===== src/rtl/pixel_xy_counter.sv =====
`default_nettype none
// ----------------------------------------------------------------------------
// pixel_xy_counter : 2-D pixel address generator with shadowed line/frame size.
// Optional frame counter enabled by macro PIXEL_XY_FRAME_CNT_EN.  Rev 1.0
// ----------------------------------------------------------------------------
module pixel_xy_counter #(
  parameter int XW    = 10,
  parameter int YW    = 9,
  parameter int AW    = 17,
  parameter int H_DEF = 320,
  parameter int V_DEF = 240,
  parameter int FW    = 8
) (
  input  logic          clk,
  input  logic          reset,
  input  logic          en,
  input  logic          clr,
  input  logic [XW-1:0] h_len,
  input  logic [YW-1:0] v_len,
  output logic [XW-1:0] x,
  output logic [YW-1:0] y,
  output logic [AW-1:0] addr,
  output logic          eol,
  output logic          eof,
  output logic          frame_done
`ifdef PIXEL_XY_FRAME_CNT_EN
  ,
  output logic [FW-1:0] frame_cnt
`endif
);

  localparam logic [XW-1:0] C_H_RST = XW'(H_DEF);
  localparam logic [YW-1:0] C_V_RST = YW'(V_DEF);

  logic [XW-1:0] x_q, x_d;
  logic [YW-1:0] y_q, y_d;
  logic [AW-1:0] addr_q, addr_d;
  logic [XW-1:0] hq_q, hq_d;
  logic [YW-1:0] vq_q, vq_d;
  logic          frame_done_q, frame_done_d;
  logic [XW-1:0] h_load;
  logic [YW-1:0] v_load;

`ifdef PIXEL_XY_FRAME_CNT_EN
  logic [FW-1:0] frame_cnt_q, frame_cnt_d;
`endif

  // A zero length would make the last-index decode underflow, so it loads as 1.
  assign h_load = (h_len == '0) ? XW'(1) : h_len;
  assign v_load = (v_len == '0) ? YW'(1) : v_len;

  assign eol = (x_q == hq_q - XW'(1));
  assign eof = eol && (y_q == vq_q - YW'(1));

  always_comb begin
    x_d          = x_q;
    y_d          = y_q;
    addr_d       = addr_q;
    hq_d         = hq_q;
    vq_d         = vq_q;
    frame_done_d = 1'b0;
`ifdef PIXEL_XY_FRAME_CNT_EN
    frame_cnt_d  = frame_cnt_q;
`endif
    if (clr) begin
      x_d    = '0;
      y_d    = '0;
      addr_d = '0;
      hq_d   = h_load;
      vq_d   = v_load;
    end else if (en) begin
      if (!eol) begin
        x_d    = x_q + XW'(1);
        addr_d = addr_q + AW'(1);
      end else if (!eof) begin
        x_d    = '0;
        y_d    = y_q + YW'(1);
        addr_d = addr_q + AW'(1);
      end else begin
        // Frame wrap: new lengths are only adopted here, where x = y = 0.
        x_d          = '0;
        y_d          = '0;
        addr_d       = '0;
        hq_d         = h_load;
        vq_d         = v_load;
        frame_done_d = 1'b1;
`ifdef PIXEL_XY_FRAME_CNT_EN
        frame_cnt_d  = frame_cnt_q + FW'(1);
`endif
      end
    end
  end

  always_ff @(posedge clk or negedge reset) begin
    if (!reset) begin
      x_q          <= '0;
      y_q          <= '0;
      addr_q       <= '0;
      hq_q         <= C_H_RST;
      vq_q         <= C_V_RST;
      frame_done_q <= 1'b0;
    end else begin
      x_q          <= x_d;
      y_q          <= y_d;
      addr_q       <= addr_d;
      hq_q         <= hq_d;
      vq_q         <= vq_d;
      frame_done_q <= frame_done_d;
    end
  end

`ifdef PIXEL_XY_FRAME_CNT_EN
  always_ff @(posedge clk or negedge reset) begin
    if (!reset) begin
      frame_cnt_q <= '0;
    end else begin
      frame_cnt_q <= frame_cnt_d;
    end
  end

  assign frame_cnt = frame_cnt_q;
`endif

  assign x          = x_q;
  assign y          = y_q;
  assign addr       = addr_q;
  assign frame_done = frame_done_q;

endmodule
`default_nettype wire


===== config.mk =====
export PLATFORM = sky130hd
export DESIGN_NAME = pixel_xy_counter
export DESIGN_NICKNAME = d
export VERILOG_FILES = /design/src/rtl/pixel_xy_counter.sv
export SDC_FILE = /design/constraint.sdc
export NUM_CORES = 1
export LEC_CHECK = 0
export CAP_MARGIN = 0
export CORE_ASPECT_RATIO = 0.7
export CORE_MARGIN = 4
export CORE_UTILIZATION = 57
export CTS_BUF_LIST = sky130_fd_sc_hd__clkbuf_4
export DETAILED_ROUTE_END_ITERATION = 16
export PLACE_DENSITY = 0.91
export SKIP_LAST_GASP = 1
export SYNTH_ARGS = -nofsm -noshare
export SYNTH_HDL_FRONTEND = slang
export SYNTH_SLANG_ARGS = --single-unit

===== constraint.sdc =====
create_clock -name clk -period 3.8 [get_ports clk]
set_input_delay 0.57 -clock clk [delete_from_list [all_inputs] [get_ports clk]]
set_output_delay 0.57 -clock clk [all_outputs]
set_load 0.1 [all_outputs]

Yosys cells after proc, flatten, opt, wreduce, memory -nomap -nowiden:

Cells that the tools add are included.

* word-level logic and storage cells: 46
* bits in registers: 56

* eq/ne operators: 2
* $add $sub $neg: 5
* multiplexer cells: 25
* reductions and logical operators: 8

Operator list (count)
* 9-bit two-way mux: 9
* 10-bit two-way mux: 8
* 17-bit two-way mux: 4
* 17-bit by 1-bit adder with 17-bit output, second input constant: 1
* 10-bit by 1-bit adder with 10-bit output, second input constant: 1
* 10-bit == test: 1
* 10-bit zero test: 1
* 10-bit by 1-bit subtractor with 10-bit output, second input constant: 1
* 9-bit by 1-bit adder with 9-bit output, second input constant: 1
* 9-bit == test: 1
* 9-bit zero test: 1
* 9-bit by 1-bit subtractor with 9-bit output, second input constant: 1
* 2-bit nonzero test: 3
* 1-bit two-way mux: 4
* 3-bit AND reduction: 1
* 2-bit AND reduction: 1
* 1-bit logical AND: 1

Longest topological paths before layout:

* depth in word-level cells: 7
* gate-level depth with buffers: 10
* mapped depth without buffers: 8

Worst setup path before layout:

No wires, ideal clock.

* kind: flip-flop to output port
* start point: register x_q[5], in the netlist x[5]
* end point: output port eof
* stages on the path, launching flop included: 7
* path buffers: 1
* arrival time: 5.305 ns
* slack: -2.075 ns
* path through: dfrtp_1 clkbuf_1 a21oi_1 nor4b_1 nand2_1 nor3b_1 and2_1

* word-level cells in the longest chain between the ends: 2

RTL lines
* start: declaration: RTL line 35 `logic [XW-1:0] x_q, x_d;`
* start signal: assignment: RTL line 96 `x_q <= '0;`
* start signal: assignment: RTL line 103 `x_q <= x_d;`
* 10-bit == test: RTL line 52 `assign eol = (x_q == hq_q - XW'(1));`
* via eol: RTL line 23 `output logic eol,`
* 1-bit logical AND: RTL line 53 `assign eof = eol && (y_q == vq_q - YW'(1));`
* end: declaration: RTL line 24 `output logic eof,`

The timed path passes the listed nets, and every way through them passes these cells.

Worst setup path after layout:

* start point: register vq_q[0]
* end point: output port eof

* word-level cells in the longest chain between the ends: 3

RTL lines
* start: declaration: RTL line 39 `logic [YW-1:0] vq_q, vq_d;`
* start signal: assignment: RTL line 107 `vq_q <= vq_d;`
* 9-bit by 1-bit subtractor with 9-bit output: RTL line 53
* 9-bit == test: RTL line 53
* 1-bit logical AND: RTL line 53

No other way between the ends.

==> run metrics <==
Post-Syn Nets 510; Main synth FF type dfrtp_1; synth unique cells 62; crit path capture type primary output; Top Ports 62; share of layout cells above drive strength 1 9.02%; drt pass-1 iters 7; Root Driver clkbuf_4; Setup CP Type reg -> out; Least-Margin Pin Slew 994 ps; clk buf depth 2; CP arrival approximately 3000 ps; first-pass GRT wire length 20,300 um; total track usage 27.7%; GP Congestion 0.854; WP data required 3230 ps; total clock buffers created by CTS 5; Synth Register Bits 56; reg2reg path depth 8; Clk pin slew, worst setup/hold paths 180 ps; Critical Path Fanout Max 21; MaxCap Viol Count 0; Remaining DRCs 0; drt wl/cell 19.8 um; Max Slew Vio Count 0; final non-filler cell total ~620; via count 4,211; IO buf count 61; post-CTS setup repair buffer count 0; PwrDens 235 nW/um2; Post-DP HPWL just over 8000 um; Routed Antenna Nets 0; Core Footprint 6940 um2; H-Tree Depth 2; post-synthesis sequential area ratio between 30 and 40%; GRT overflow 0; Syn Inst Count 482; run status complete, no violations; Rows 25; DRT iter0 DRCs 397; Initial Util between 60% and 70%; die span in y 79.8 um; worst vdd ir between 100 and 150 uV; Syn. warnings 0; fmax 276 MHz; minimum clock period around 3600 ps; later-pin clock latency in the skew report approximately 400 ps; width of the die about 110 um; dpl cell area 4840 um2; fin area 4910 um2; met1 WL 5370 um; met2 wire length about 5800 um; Util after Layout 70.7%; Ant. Diodes 0; highest metal used met4; crit path from vq_q[0]$_DFFE_PN0P_; initial antenna violation count 0; TritonCTS sink count between 50 and 60; most frequent cells in the layout clkdlybuf4s50_1 (57), dfrtp_1 (43), a21oi_1 (23), o211ai_1 (23), o21ai_0 (22); Startpoint Class flop; R2R Setup Slk about 630 ps; Layout Skew roughly 15 ps; largest net degree at the start of global routing 51; Post-Route Setup TNS 0 ps; RSZ-0062 raised after global routing false; most common cell after layout, fill and taps aside clkdlybuf4s50_1; syn avg cell area slightly below 9 um2; Worst slew margin 33.5%; Via-to-Cell Ratio 6.85; fin crit share 95.2%; Worst Hold Class in -> async; worst r2r dst vq_q[0]$_DFFE_PN0P_; EDFF count, synth 0; Post-Route WL 12,200 um; R2R Path Start hq_q[2]$_DFFE_PN0P_; Post-Syn Area 4190 um2; routed length on met3 roughly 900 um; DIE AREA 8820 um2; CTS tree built; vias in the first global route roughly 4,200; Inst Count DP a little over 600; final setup fails 0; Nets 548; leakage around 1.7 nW; synth-to-layout area growth 17.1%; Post-synth ARST share 100%; Fin. Hold Viols 0
## worst max-delay path, stage by stage, from the launching register on
cell	delay, ps
dfrtp_1	450
inv_1	110
ha_1	210
or4b_4	510
or4_4	580
and2_1	230
nor2_1	210
and2_4	200
buf_12	160
## synth_stat cells (all sizes together), types with 16 or more instances
| cell | n | area share [%] |
|---|---|---|
| nor3 | 18 | 2.1 |
| or3b | 16 | 3.3 |
| a21oi | 23 | 2.7 |
| xnor2 | 16 | 3.3 |
| nand2b | 21 | 3.1 |
| dfrtp | 50 | 30 |
| nor2b | 20 | 3.0 |
| xor2 | 20 | 4.2 |
| a32o | 17 | 4.1 |
| o211ai | 23 | 4.1 |
| clkbuf | 29 | 2.6 |
| o21ai | 23 | 2.7 |
| nor2 | 22 | 2.0 |
| nand2 | 21 | 1.9 |
## report_power, final
group          internal, mW  switching, mW
logic                0.0894          0.128
registers             0.618         0.0325
clock network        0.0753          0.210
total                 0.783          0.370
## timing repair
| action | in CTS | in global routing |
|---|---|---|
| gates resized for setup | 0 | 1 |
| setup endpoints to repair | 0 | 2 |
| hold buffers | 0 | 0 |
## cell families after synthesis
kind of cell / count (synthesis) / synth area share, %
multiplexers: 2 / 0.507
buffers and inverters: 54 / 5.58
flip-flops: 56 / 33.6
XOR/XNOR: 36 / 7.52
AO/OA/AOI/OAI: 141 / 24.5
AND/OR/NAND/NOR: 188 / 26.9
adder cells (fa/ha/maj): 5 / 1.49
## registers in the layout, indices dropped and copies added, names as in the netlist
signal / count
y: 9
vq_q: 9
addr: 17
x: 10
frame_done: 1
hq_q: 10
## routing by layer
metal | vias to the layer above | GRT usage [%]
li1 | 1902 | -
met1 | 2067 | 36.1
met2 | 222 | 47.5
met3 | 20 | 5.30
met4 | 0 | 8.00
met5 | - | 0
## layout make-up
class / count / area (um2)
multi-input cells: 372 / 2580
clock buffers: 5 / 37.5
clock inverters: 3 / 22.5
fillers: 552 / 2030
repair buffers: 71 / 683
inverters: 14 / 52.6
well taps: 94 / 118
flip-flops and latches: 56 / 1420
## per-stage QoR
stage | setup WS, ps | total power, mW | hold slack (ps)
final | 182 | 1.15 | 117
after global routing | 41.1 | 1.20 | 132
after CTS | 106 | 1.15 | 125
after detailed placement | 573 | 0.873 | 564
after global placement | 641 | 0.860 | 550
after floorplan | 6.83 | 0.795 | 274
## how the worst max path moves through the flow
| stage | cells past startpoint | slack, ps | end |
|---|---|---|---|
| floorplan | 7 | 7 | eof |
| global placement | 8 | 640 | eof |
| detailed placement | 8 | 570 | eof |
| CTS | 8 | 110 | eof |
| global route | 7 | 40 | eof |
| finish | 8 | 180 | eof |
Power figures use the tool's default switching activity.
